===== config.mk =====
export PLATFORM = sky130hd
export DESIGN_NAME = bin_xfer_ctrl
export DESIGN_NICKNAME = d
export VERILOG_FILES = /design/src/rtl/bin_xfer_ctrl.sv
export SDC_FILE = /design/constraint.sdc
export NUM_CORES = 1
export LEC_CHECK = 0
export BUFFER_PORTS_ARGS = -buffer_cell sky130_fd_sc_hd__buf_2
export CAP_MARGIN = 20
export CELL_PAD_IN_SITES_DETAIL_PLACEMENT = 1
export CELL_PAD_IN_SITES_GLOBAL_PLACEMENT = 2
export CORE_ASPECT_RATIO = 0.8
export CORE_MARGIN = 4
export CORE_UTILIZATION = 27
export CTS_CLUSTER_DIAMETER = 30
export DETAILED_ROUTE_END_ITERATION = 10
export GPL_ROUTABILITY_DRIVEN = 0
export PLACE_DENSITY_LB_ADDON = 0.1
export SLEW_MARGIN = 20
export SYNTH_ARGS = -nofsm -noshare
export SYNTH_HDL_FRONTEND = slang
export SYNTH_SLANG_ARGS = --single-unit

===== constraint.sdc =====
create_clock -name clk -period 4 [get_ports clk]
set_input_delay 1 -clock clk [delete_from_list [all_inputs] [get_ports clk]]
set_output_delay 1 -clock clk [all_outputs]
set_load 0.01 [all_outputs]

===== src/rtl/bin_xfer_ctrl.sv =====
// bin_xfer_ctrl: moves one bin of clauses between the clause RAM and the
// clause array. A load streams RAM words base..base+N-1 into array rows
// 0..N-1; an update streams array rows 0..N-1 back to the same RAM words.
// Both RAM and array reads have one cycle of latency, so each direction
// ends with a drain state that retires the last in-flight word.
module bin_xfer_ctrl #(
  parameter int NUM_CLAUSES_A_BIN  = 8,
  parameter int WIDTH_BIN_ID       = 10,
  parameter int WIDTH_CLAUSES      = 16,
  parameter int ADDR_WIDTH_CLAUSES = 9
) (
  input  logic                          clk,
  input  logic                          rst,
  input  logic                          start_load_i,
  input  logic                          start_update_i,
  input  logic [WIDTH_BIN_ID-1:0]       bin_id_i,
  output logic                          busy_o,
  output logic                          done_o,
  output logic [ADDR_WIDTH_CLAUSES-1:0] ram_addr_o,
  output logic                          ram_we_o,
  output logic [WIDTH_CLAUSES-1:0]      ram_din_o,
  input  logic [WIDTH_CLAUSES-1:0]      ram_dout_i,
  output logic [NUM_CLAUSES_A_BIN-1:0]  wr_carray_o,
  output logic [WIDTH_CLAUSES-1:0]      clause_o,
  output logic [NUM_CLAUSES_A_BIN-1:0]  rd_carray_o,
  input  logic [WIDTH_CLAUSES-1:0]      clause_i
);

  localparam int N  = NUM_CLAUSES_A_BIN;
  localparam int A  = ADDR_WIDTH_CLAUSES;
  localparam int KW = $clog2(NUM_CLAUSES_A_BIN) + 1;
  localparam int AW = WIDTH_BIN_ID + KW + ADDR_WIDTH_CLAUSES;

  typedef enum logic [2:0] {
    IDLE,
    LOAD,
    LOAD_DRAIN,
    UPDATE,
    UPDATE_DRAIN,
    DONE
  } state_t;

  state_t                  state, state_n;
  logic [KW-1:0]           k, k_n;
  logic [WIDTH_BIN_ID-1:0] bin_q, bin_n;

  logic                    busy_n, done_n, we_n;
  logic [A-1:0]            addr_n, addr_k, addr_km1;
  logic [N-1:0]            wr_n, rd_n, hot_k, hot_km1;

  // Next-state logic: starts are only looked at in IDLE, load beats update,
  // and k runs one past the last row so the drain states can reuse k-1.
  always_comb begin
    state_n = state;
    k_n     = k;
    bin_n   = bin_q;
    case (state)
      IDLE: begin
        if (start_load_i) begin
          state_n = LOAD;
          k_n     = '0;
          bin_n   = bin_id_i;
        end else if (start_update_i) begin
          state_n = UPDATE;
          k_n     = '0;
          bin_n   = bin_id_i;
        end
      end
      LOAD: begin
        k_n = k + KW'(1);
        if (k == KW'(N - 1)) state_n = LOAD_DRAIN;
      end
      LOAD_DRAIN: state_n = DONE;
      UPDATE: begin
        k_n = k + KW'(1);
        if (k == KW'(N - 1)) state_n = UPDATE_DRAIN;
      end
      UPDATE_DRAIN: state_n = DONE;
      DONE: state_n = IDLE;
      default: state_n = IDLE;
    endcase
  end

  // Output decode from the next state, so the registered outputs line up
  // with the state they describe; addresses wrap modulo the RAM size.
  always_comb begin
    addr_k   = A'(AW'(bin_n) * AW'(N) + AW'(k_n));
    addr_km1 = A'(AW'(bin_n) * AW'(N) + AW'(k_n) - AW'(1));
    hot_k    = N'(1) << k_n;
    hot_km1  = N'(1) << (k_n - KW'(1));
    busy_n   = (state_n != IDLE);
    done_n   = (state_n == DONE);
    we_n     = 1'b0;
    addr_n   = '0;
    wr_n     = '0;
    rd_n     = '0;
    case (state_n)
      LOAD: begin
        addr_n = addr_k;
        if (k_n != '0) wr_n = hot_km1;
      end
      LOAD_DRAIN: wr_n = hot_km1;
      UPDATE: begin
        rd_n = hot_k;
        if (k_n != '0) begin
          we_n   = 1'b1;
          addr_n = addr_km1;
        end
      end
      UPDATE_DRAIN: begin
        we_n   = 1'b1;
        addr_n = addr_km1;
      end
      default: ;
    endcase
  end

  // State, counter, latched bin and all control outputs, cleared asynchronously.
  always_ff @(posedge clk or negedge rst) begin
    if (!rst) begin
      state       <= IDLE;
      k           <= '0;
      bin_q       <= '0;
      busy_o      <= 1'b0;
      done_o      <= 1'b0;
      ram_addr_o  <= '0;
      ram_we_o    <= 1'b0;
      wr_carray_o <= '0;
      rd_carray_o <= '0;
    end else begin
      state       <= state_n;
      k           <= k_n;
      bin_q       <= bin_n;
      busy_o      <= busy_n;
      done_o      <= done_n;
      ram_addr_o  <= addr_n;
      ram_we_o    <= we_n;
      wr_carray_o <= wr_n;
      rd_carray_o <= rd_n;
    end
  end

  // Read data only exists in the cycle after its address/strobe, so the data
  // buses forward it, qualified by their registered strobes (zero otherwise).
  assign clause_o  = (wr_carray_o != '0) ? ram_dout_i : '0;
  assign ram_din_o = ram_we_o ? clause_i : '0;

endmodule


# Word level (Yosys, flattened, before mapping)
# Cells that the tools add are included.
totals:
  reg_bits: 45
  input_bits: 46
  wordCells: 51
op_classes:
  n_addsub: 4
  eq_ne: 10
  shifts: 2
  mux: 20
  n_reduce_logical: 6
ops:
  columns: ["operator", "count"]
  rows:
  - ["16-bit 2-to-1 mux", 2]
  - ["10-bit 2-to-1 mux", 3]
  - ["9-bit one-hot mux with 3 select lines", 1]
  - ["8-bit 2-to-1 mux", 2]
  - ["8-bit one-hot mux with 2 select lines", 1]
  - ["1-bit by 4-bit left shift with 8-bit output (first input constant)", 2]
  - ["3-bit by 2-bit == test with 1-bit output (second input constant)", 4]
  - ["3-bit 2-to-1 mux", 4]
  - ["3-bit one-hot mux with 4 select lines", 1]
  - ["9-bit by 4-bit adder with 9-bit output", 1]
  - ["3-bit == test (second input constant)", 3]
  - ["9-bit 2-to-1 mux", 1]
  - ["9-bit by 1-bit subtractor with 9-bit output (second input constant)", 1]
  - ["4-bit 2-to-1 mux", 2]
  - ["4-bit one-hot mux with 2 select lines", 1]
  - ["8-bit nonzero test", 1]
  - ["3-bit by 1-bit == test with 1-bit output (second input constant)", 2]
  - ["4-bit by 1-bit adder with 4-bit output (second input constant)", 1]
  - ["4-bit by 3-bit == test with 1-bit output (second input constant)", 1]
  - ["4-bit nonzero test", 1]
  - ["2-bit OR reduction", 2]
  - ["4-bit by 1-bit subtractor with 4-bit output (second input constant)", 1]
  - ["3-bit zero test", 1]
  - ["3-bit nonzero test", 1]
  - ["2 further kinds", 2]

# Depth between registers and ports, before layout
# Gate-level depths: netlist of the first run.
depth:
  word_depth: 7
  depth_mapped: 12
  depth_no_buf: 11

# Worst setup path after synthesis of the first run
# Ideal clock, no wire load.
synth_timing:
  kind: "input to register"
  startpoint: "input port start_update_i"
  endpoint: "register ram_addr_o[8]"
  setup_time_ps: 140
  arrival_ps: 3290
  required_ps: 3860
  setup_slack_ps: 569
  cell_stages: 11
  n_path_buf: 0
  path_cell_list: "or2_2 nand2_2 mux2_2 ha_1 ha_1 nor2b_1 o211ai_1 nand2b_1 nor4_1 xor2_1 o22ai_1"
synth_between:
  elab_chain_cells: 7
synth_lines:
  columns: ["element", "line_no", "rtl"]
  rows:
  - ["from (decl)", "15", "input logic start_update_i,"]
  - ["10-bit 2-to-1 mux *", "63", "end else if (start_update_i) begin"]
  - ["10-bit 2-to-1 mux *", "59", "if (start_load_i) begin"]
  - ["10-bit 2-to-1 mux *", "57", "case (state)"]
  - ["net bin_n[0]", "45", "logic [WIDTH_BIN_ID-1:0] bin_q, bin_n;"]
  - ["9-bit by 4-bit adder with 9-bit output *", "87, 88", null]
  - ["9-bit by 1-bit subtractor with 9-bit output", "88", "addr_km1 = A'(AW'(bin_n) * AW'(N) + AW'(k_n) - AW'(1));"]
  - ["9-bit 2-to-1 mux", "105", "if (k_n != '0) begin"]
  - ["9-bit one-hot mux with 3 select lines *", "97", "case (state_n)"]
  - ["net addr_n[8]", "48", "logic [A-1:0] addr_n, addr_k, addr_km1;"]
  - ["to (signal assigned)", "136", "ram_addr_o <= addr_n;"]
  - ["to (decl)", "19", "output logic [ADDR_WIDTH_CLAUSES-1:0] ram_addr_o,"]
# The timed path passes the listed nets; every way through them passes the cells marked *.

# Final worst setup path of the first run
# Same ends and word-level chain as after synthesis.

==> out/summary.txt, run 1 <==
status: finished, final reports clean
clock network power share: 9.8%
ranking of synthesized cells by area: dfrtp_1 44%, and2_1 10%, ha_1 4.9%, mux2_2 2.9%, and3_1 2.7%
CTS root buf: clkbuf_8
reg-to-reg slack, setup: 940 ps
Layout Cells excl Fill: 441
sum of negative setup slack: 0 ps
Routed WL per cell: 15.1 microns
worst hold path type: flop to flop
initial core utilization: 28.4%
die height: 90.9 microns
relative slew slack: 38.6%
Avg Vias per Cell: 4.61
Slew Viols, Final: 0
Worst path slowest cell: nor4_1
HPWL after detailed placement: 5360 microns
CP required: 4160 ps
Pint: 1.45 mW
final non-filler cell area: 3040 sq um
final period utilization: 83.6%
ys async rst share: 100%
r2r endpoint: ram_addr_o[8]
DR vias: 2035
die area: 10200 sq um
Area growth syn-to-layout: 31.0%
gr ovfl total: 0
Longest Clk Path Bufs: 2
# clock sinks: 41
Post-CTS Setup Inserts: 0
Net Sw Frac: 47.8%
Seq/Total Area, Yosys: 44.2%
Psw: 1.33 mW
Worst-Margin Slew: 921 ps
Placement Cell Area: 2950 sq um
Commonest cells post-synth: 41 x dfrtp_1, 38 x and2_1, 11 x nand3_1
CTS Buf Count: 5
DRT iter0 DRCs: 39
Flop pwr share: 24.4%
Total Routed Length: 6640 microns
Pre-Repair DR Iteration Count: 4
R2R cell count: 12
Yosys warning count: 0
largest net degree at the start of global routing: 42
most common cell in the netlist: dfrtp_1
nets: 387
Power Density: 914 nW/um^2
Pleak: 1.63 nW
share of cells above drive strength 1: 39.9%
# port buffers: 101
Yosys cell types: 48
overall power: 2.78 mW
Worst Setup Path Type: input pin to flop
CP endpoint kind: flop
EDFF count, synth: 0
worst path cell trace: buf_2 > or2_2 > nand2_2 > mux2_2 > ha_1 > ha_1 > nor2b_1 > o211ai_1 > nand2b_1 > nor4_1 > xor2_1 > o22ai_1
Ports: 106
CTS tree: done
max cap viols: 0
CTS H-tree depth: 2
syn_area_per_cell: 10.3 sq um
Reg clk slew, reported paths: 80 ps
Worst Setup EP: ram_addr_o[8]
Reg-to-Reg Start: state[2]
crit-path max FO: 6
Max VDD drop: 0.321 mV
Setup crit start: start_update_i
worst hold margin: 516 ps
hold buffers post-CTS: 0
Placement Setup Slack: 328 ps
antenna cells: 0
Final Hold Fails: 0
CP peak stage delay: 380 ps
final setup vio count: 0
Syn Nets: 281
f_max: 299 MHz
setup ws final: 657 ps
RSZ-0062 raised after global routing: no
first-pass GRT wire length: 11100 microns
Cells after Synth: 226
worst clock skew: 13.3 ps
clock latency on the worst-skew pair: 300 ps
number of global-route vias before repair: 2041
critical path arrival: 3500 ps
Startpoint Class: input pin
remaining routing DRC violations: 0
Core ar.: 8160 sq um
cell taking the most area after synthesis: dfrtp_1
Layout Utilization: 37.2%
placed insts: 433
dominant synthesized flop cell: dfrtp_1
GRT Total Usage: 13.3%
Die X: 112 microns
Mapped Area: 2320 sq um
initial antenna violation count: 0
Most common cell on crit path: ha_1
standard-cell row count: 29
Synth Register Bits: 41
post-synth top area share: 44.2%
Comb pwr share: 65.8%
CTS resizes: 0
Final Critical Period: 3340 ps
Routed Antenna Nets: 0
==> final cells by class <==
cell class,instances,area (sq um)
Clock buffer,6,72.6
Clock inverter,2,15.0
Fill cell,980,5120
Inverter,9,36.3
Multi-Input combinational cell,169,1210
Sequential cell,41,1030
Tap cell,108,135
Timing Repair Buffer,106,543
==> power groups by stage <==
stage / clock, mW / sequential [mW] / combinational, mW
after floorplan: 0 / 0.705 / 1.22
after global placement: 0 / 0.684 / 1.86
after detailed placement: 0 / 0.691 / 1.86
after CTS: 0.285 / 0.682 / 1.87
after global routing: 0.297 / 0.706 / 2.05
final: 0.272 / 0.678 / 1.83
==> sequential cells by signal, indices dropped and copies added, names as in the netlist <==
signal and count:
ram_addr_o 9, rd_carray_o 8, bin_q 6, done_o 1, state 3, k 4
busy_o 1, ram_we_o 1, wr_carray_o 8
==> layout by cell type (no fill, tap or decap), drive strengths merged, types with 4 or more instances in the layout <==
cell type,synthesis,final
nand2b,6,6
mux2,6,6
ha,9,9
xnor2,5,5
nor2,7,7
o211ai,4,4
nand2,11,11
clkbuf,3,6
dfrtp,41,41
a21oi,7,7
xor2,5,5
buf,4,106
o22ai,4,4
inv,9,9
o21ai,7,7
and2,38,38
nor4,4,4
nand3,11,11
and3,10,10
or2,4,4
==> layer usage <==
layer / up-vias / share of wire [%] / GRT usage [%] / wire length (microns)
li1: 990 / - / - / -
met1: 975 / 49 / 18.8 / 3240
met2: 63 / 45 / 20.4 / 2960
met3: 7 / 5.6 / 3.35 / 370
met4: 0 / 0.98 / 3.34 / 65
met5: - / 0 / 0 / 0
==> worst min-delay path by stage <==
stage / startpoint / endpoint / slack (ps) / cells past startpoint
5_1_grt: bin_q[0] / bin_q[0] / 540 / 1
4_1_cts: bin_q[5] / bin_q[5] / 520 / 1
2_1_floorplan: bin_q[0] / bin_q[0] / 470 / 1
3_3_place_gp: bin_q[5] / bin_q[5] / 500 / 1
6_report: bin_q[5] / bin_q[5] / 520 / 1
3_5_place_dp: bin_q[5] / bin_q[5] / 500 / 1
==> worst max-delay path, delay by kind of cell <==
| family | cells | cell delay [ps] |
|---|---|---|
| adders and majority gates | 2 | 490 |
| and+or+nand+nor | 5 | 1120 |
| xor gates and xnor gates | 1 | 180 |
| muxes | 1 | 340 |
| AOI/OAI and AO/OA | 2 | 240 |
| buffers and inverters | 1 | 120 |
==> cells by family after synthesis <==
| logic type | share of synthesized area (%) |
|---|---|
| AO/OA/AOI/OAI | 12.0 |
| XOR/XNOR | 3.77 |
| adder cells (fa/ha/maj) | 4.85 |
| buffers and inverters | 3.56 |
| flip-flops | 44.2 |
| multiplexers | 4.20 |
| AND/OR/NAND/NOR | 27.4 |
Power figures use the tool's default switching activity.
==> run 2: changes to the inputs <==
==> constraint.sdc (replaced) <==
create_clock -name clk -period 3.3 [get_ports clk]
set_input_delay 0.825 -clock clk [delete_from_list [all_inputs] [get_ports clk]]
set_output_delay 0.825 -clock clk [all_outputs]
set_load 0.01 [all_outputs]
==> out/summary.txt, run 2 (same netlist as run 1, synthesis figures left out) <==
Filler cells: 999 (+1.9%)
CP peak stage delay: 350 ps (-30 ps)
CP endpoint kind: flop
# clock sinks: 41 (unchanged)
worst hold path type: flop to flop
most common cell after layout, fill and taps aside: buf_2
WL met1: 3240 microns (unchanged)
initial antenna violation count: 0 (unchanged)
register area: 1030 sq um (unchanged)
number of global-route vias before repair: 2187 (+7.2%)
RSZ-0062 raised after global routing: no
Pint: 1.86 mW (+29%)
Die X: 112 microns (unchanged)
setup ws final: 333 ps (-324 ps)
Placement Cell Area: 3050 sq um (+3.3%)
status: finished, final reports clean
remaining routing DRC violations: 0 (unchanged)
Pre-Repair DR Iteration Count: 4 (unchanged)
Pleak: 1.71 nW (+4.7%)
Total Routed Length: 7000 microns (+5.4%)
critical path arrival: 3150 ps (-350 ps)
CTS root buf: clkbuf_8
gr ovfl total: 0 (unchanged)
CP required: 3490 ps (-670 ps)
Routed WL per cell: 15.4 microns (+2.4%)
worst hold margin: 518 ps (+2.48 ps)
final setup vio count: 0 (unchanged)
CTS resizes: 0 (unchanged)
final period utilization: 89.9%
Most common cell on crit path: ha_1
GRT Total Usage: 14.0% (+0.75 points)
Reg clk slew, reported paths: 100 ps (+20 ps)
antenna cells: 0 (unchanged)
max reg flops: 9 (unchanged)
Worst-Margin Slew: 900 ps (-21.6 ps)
Worst Setup Path Type: input pin to flop
commonest cells after routing, fill and taps aside: 101 x buf_2, 41 x dfrtp_1, 38 x and2_1, 18 x buf_4, 11 x nand3_1
Slew Viols, Final: 0 (unchanged)
Final Critical Period: 2970 ps
Top Metal Used: met4
Placement Setup Slack: -7.54 ps (-335 ps)
final non-filler cell area: 3150 sq um (+3.5%)
DR vias: 2086 (+2.5%)
relative slew slack: 40.0% (+1.4 points)
Psw: 1.67 mW (+26%)
Net Sw Frac: 47.3% (-0.46 points)
Max VDD drop: 0.409 mV (+27%)
CP delay by family, top: simple AND/OR/NAND/NOR gates
Worst path slowest cell: nor4_1
Final Hold Fails: 0 (unchanged)
largest net degree at the start of global routing: 42 (unchanged)
f_max: 337 MHz
CP bufs+invs: 1 (unchanged)
Power Density: 1120 nW/um^2 (+23%)
Flop pwr share: 23.8% (-0.6 points)
Ports: 106 (unchanged)
crit-path max FO: 6 (unchanged)
Comb pwr share: 65.9% (about the same)
Longest Clk Path Bufs: 2 (unchanged)
Post-CTS Setup Inserts: 0 (unchanged)
Avg Vias per Cell: 4.59 (-0.43%)
DRT iter0 DRCs: 78 (+100%)
Most flops, register: ram_addr_o
Largest regs: ram_addr_o x9, rd_carray_o x8, wr_carray_o x8
Core ar.: 8160 sq um (unchanged)
CTS Buf Count: 5 (unchanged)
nets: 400 (+3.4%)
clock network power share: 10.4% (+0.6 points)
footprint of the multi-input gates: 1210 sq um (unchanged)
metal2 WL: 3230 microns (+8.9%)
initial core utilization: 28.4% (unchanged)
clock latency on the worst-skew pair: 310 ps (about the same)
# port buffers: 101 (unchanged)
hold buffers post-CTS: 0 (unchanged)
die height: 90.9 microns (unchanged)
CTS tree: done
Area growth syn-to-layout: 35.6%
first-pass GRT wire length: 11700 microns (+5.4%)
worst clock skew: 9.00 ps (-4.26 ps)
worst path cell trace: buf_2 > or2_2 > nand2_2 > mux2_2 > ha_1 > ha_1 > nor2b_1 > o211ai_1 > nand2b_1 > nor4_1 > xor2_1 > o22ai_1
routed wl met3: 433 microns (+17%)
share of cells above drive strength 1: 42.5% (+2.5 points)
CTS H-tree depth: 2 (unchanged)
HPWL after detailed placement: 5720 microns (+6.7%)
Routed Antenna Nets: 0 (unchanged)
max cap viols: 0 (unchanged)
die area: 10200 sq um (unchanged)
standard-cell row count: 29 (unchanged)
Startpoint Class: input pin
run 2: per-stage QoR:
step                      TNS [ps]  utilization, %  cells  power, mW
after floorplan                  0               -    226       2.33
after global placement           0            37.4    446       3.17
after detailed placement     -7.54            37.4    446       3.22
after CTS                        0            38.6    454       3.61
after global routing             0            38.6    454       3.89
final                            0            38.6    454       3.54
run 2: worst reg2reg max path: cells and delay by family (launching register included):
kind,cells,cell delay [ps]
xor+xnor,1,180
fa+ha+maj,2,460
flops,1,550
simple gates,5,1040
compound gates,2,240
mux,1,290
run 2: layer usage:
| layer | GRT usage, % | up-vias |
|---|---|---|
| met5 | 0 | - |
| met4 | 4.36 | 0 |
| met3 | 3.75 | 10 |
| met2 | 22.7 | 68 |
| met1 | 18.4 | 984 |
| li1 | - | 1024 |
run 2: final timing paths:
| path | endpoint | slack, ps | start | cells past startpoint |
|---|---|---|---|---|
| setup reg to reg | ram_addr_o[8] | 420 | state[1] | 11 |
| hold / removal | bin_q[0] | 520 | bin_q[0] | 1 |
| min in group asynchronous | bin_q[0] | 640 | rst | 1 |
| setup / recovery | ram_addr_o[8] | 330 | start_update_i | 12 |
| max in group asynchronous | wr_carray_o[7] | 2100 | rst | 1 |
| hold reg to reg | bin_q[0] | 520 | bin_q[0] | 1 |
run 2: final cells by class:
class	count	share of cell area, %
timing repair buffer	119	20.3
sequential	41	32.6
multi-input combinational	169	38.5
tap	108	4.29
inverter	9	1.15
clock buffer	5	2.19
clock inverter	3	0.914
run 2: power groups by stage:
stage                     logic (mW)  clock network, mW  registers (mW)
after floorplan                 1.48                  0           0.855
after global placement          2.33                  0           0.843
after detailed placement        2.36                  0           0.856
after CTS                       2.38              0.388           0.846
after global routing            2.61              0.406           0.872
final                           2.33              0.367           0.841
==> run 3: changes to the inputs <==
--- a/config.mk
+++ b/config.mk
@@ -16,6 +16,7 @@
 export DETAILED_ROUTE_END_ITERATION = 10
 export GPL_ROUTABILITY_DRIVEN = 0
 export PLACE_DENSITY_LB_ADDON = 0.1
+export SETUP_SLACK_MARGIN = 0.5
 export SLEW_MARGIN = 20
 export SYNTH_ARGS = -nofsm -noshare
 export SYNTH_HDL_FRONTEND = slang
==> out/summary.txt, run 3 (same netlist as run 1, synthesis figures left out) <==
Core ar.: 8160 sq um (unchanged)
overall power: 3.62 mW (+2.3%)
clock latency on the worst-skew pair: 290 ps (-20 ps)
Avg Vias per Cell: 4.57 (-0.53%)
largest net degree at the start of global routing: 42 (unchanged)
CTS H-tree depth: 2 (unchanged)
die height: 90.9 microns (unchanged)
CTS tree: done
commonest cells after routing, fill and taps aside: 99 x buf_2, 38 x and2_1, 38 x dfrtp_1, 12 x buf_4, 11 x nand3_1
Placement Setup Slack: 177 ps (+185 ps)
worst hold margin: 520 ps (+1.82 ps)
RSZ-0062 raised after global routing: yes
final setup vio count: 0 (unchanged)
worst clock skew: 6.84 ps (-2.16 ps)
DR vias: 2043 (-2.1%)
Power Density: 1130 nW/um^2 (+0.61%)
Final Critical Period: 2730 ps (-238 ps)
f_max: 366 MHz (+8.7%)
Longest Clk Path Bufs: 2 (unchanged)
standard-cell row count: 29 (unchanged)
CTS Buf Count: 5 (unchanged)
Placement Cell Area: 3040 sq um (-0.21%)
Slew Viols, Final: 0 (unchanged)
nets: 394 (-1.5%)
Worst-Margin Slew: 925 ps (+25.1 ps)
worst hold path type: flop to flop
CP required: 3480 ps (about the same)
antenna cells: 0 (unchanged)
crit-path max FO: 6 (unchanged)
Ports: 106 (unchanged)
setup ws final: 571 ps (+238 ps)
footprint of the multi-input gates: 1280 sq um (+5.9%)
CP endpoint kind: flop
CTS root buf: clkbuf_8
Pleak: 1.68 nW (-1.2%)
Area growth syn-to-layout: 37.9%
max reg flops: 9 (unchanged)
Largest regs: ram_addr_o x9, rd_carray_o x8, wr_carray_o x8
Total Routed Length: 6700 microns (-4.3%)
register area: 1030 sq um (+0.37%)
number of global-route vias before repair: 2093 (-4.3%)
Routed Antenna Nets: 0 (unchanged)
Reg clk slew, reported paths: 80 ps (-20 ps)
share of cells above drive strength 1: 44.5% (+2.1 points)
hold buffers post-CTS: 0 (unchanged)
first-pass GRT wire length: 11100 microns (-4.9%)
final non-filler cell area: 3200 sq um (+1.7%)
relative slew slack: 38.4% (-1.7 points)
HPWL after detailed placement: 5300 microns (-7.4%)
Worst Setup Path Type: input pin to flop
Most flops, register: ram_addr_o
gr ovfl total: 0 (unchanged)
final period utilization: 82.7% (-7.2 points)
Routed WL per cell: 15.0 microns (-2.8%)
DRT iter0 DRCs: 98 (+26%)
die area: 10200 sq um (unchanged)
critical path arrival: 2910 ps (-240 ps)
Filler cells: 976 (-2.3%)
initial antenna violation count: 0 (unchanged)
remaining routing DRC violations: 0 (unchanged)
max cap viols: 0 (unchanged)
Die X: 112 microns (unchanged)
Pre-Repair DR Iteration Count: 4 (unchanged)
Max VDD drop: 0.502 mV (+23%)
most common cell after layout, fill and taps aside: buf_2
# clock sinks: 41 (unchanged)
GRT Total Usage: 13.3% (-0.76 points)
Startpoint Class: input pin
initial core utilization: 28.4% (unchanged)
status: finished, final reports clean
sum of negative setup slack: 0 ps (unchanged)
# port buffers: 101 (unchanged)
Final Hold Fails: 0 (unchanged)
## run 3: cell types whose count changed in the layout (fill, tap and decap cells not counted), moves of 2 or more
| cell | delta |
|---|---|
| dfrtp_2 | +3 |
| inv_6 | -2 |
| dfrtp_1 | -3 |
| ha_4 | +2 |
| buf_2 | -2 |
| ha_1 | -2 |
| buf_4 | -6 |
## run 3: path summary, 6_finish.rpt
| kind | start | endpoint | slack, ps | cells past startpoint |
|---|---|---|---|---|
| setup / recovery | start_update_i | ram_addr_o[8] | 570 | 12 |
| hold / removal | bin_q[5] | bin_q[5] | 520 | 1 |
| setup reg to reg | state[0] | ram_addr_o[8] | 630 | 11 |
| hold reg to reg | bin_q[5] | bin_q[5] | 520 | 1 |
| max in group asynchronous | rst | state[1] | 2010 | 1 |
| min in group asynchronous | rst | rd_carray_o[6] | 660 | 1 |
## run 3: what timing repair did
item / CTS / global route
resized for setup: 2 / 10
setup buffers: 0 / 2
setup endpoints to repair: 1 / 4
pin swaps: 0 / 1
endpoints found under the hold margin: 0 / 0
gates cloned: 0 / 0
## run 3: layer usage
metal	track usage [%]	up-vias	routed length, microns	share of wire, %
met5	0	-	0	0
met4	2.43	0	51	0.76
met3	4.09	5	447	6.7
met2	20.8	66	2960	44
met1	18.3	968	3240	48
li1	-	1004	-	-
## run 3: area by class of cell
cell class	instances	share of cell area, %
clock buffer	5	2.15
clock inverter	2	1.09
tap	108	4.22
inverter	9	1.13
timing repair buffer	113	19.1
multi-input combinational	169	40.1
sequential	41	32.2
## run 3: where the power goes
group	internal [mW]	switching [mW]
clock	0.220	0.172
sequential	0.703	0.152
combinational	1.04	1.34
total	1.96	1.66
## run 3: stage by stage
step           util, %  std cells
2_1_floorplan        -        226
3_5_place_dp      37.3        438
5_1_grt           39.2        447
4_1_cts           38.6        445
6_report          39.2        447
3_3_place_gp      37.3        438
## run 3: critical path: stages
cell and delay [ps]:
buf_8 100, or2_4 280, nand2_8 80, mux2_4 320, ha_4 180, ha_4 180
nand3_1 100, xor2_1 180, mux2i_2 140, nor4_2 260, xor2_1 170, o22ai_1 90
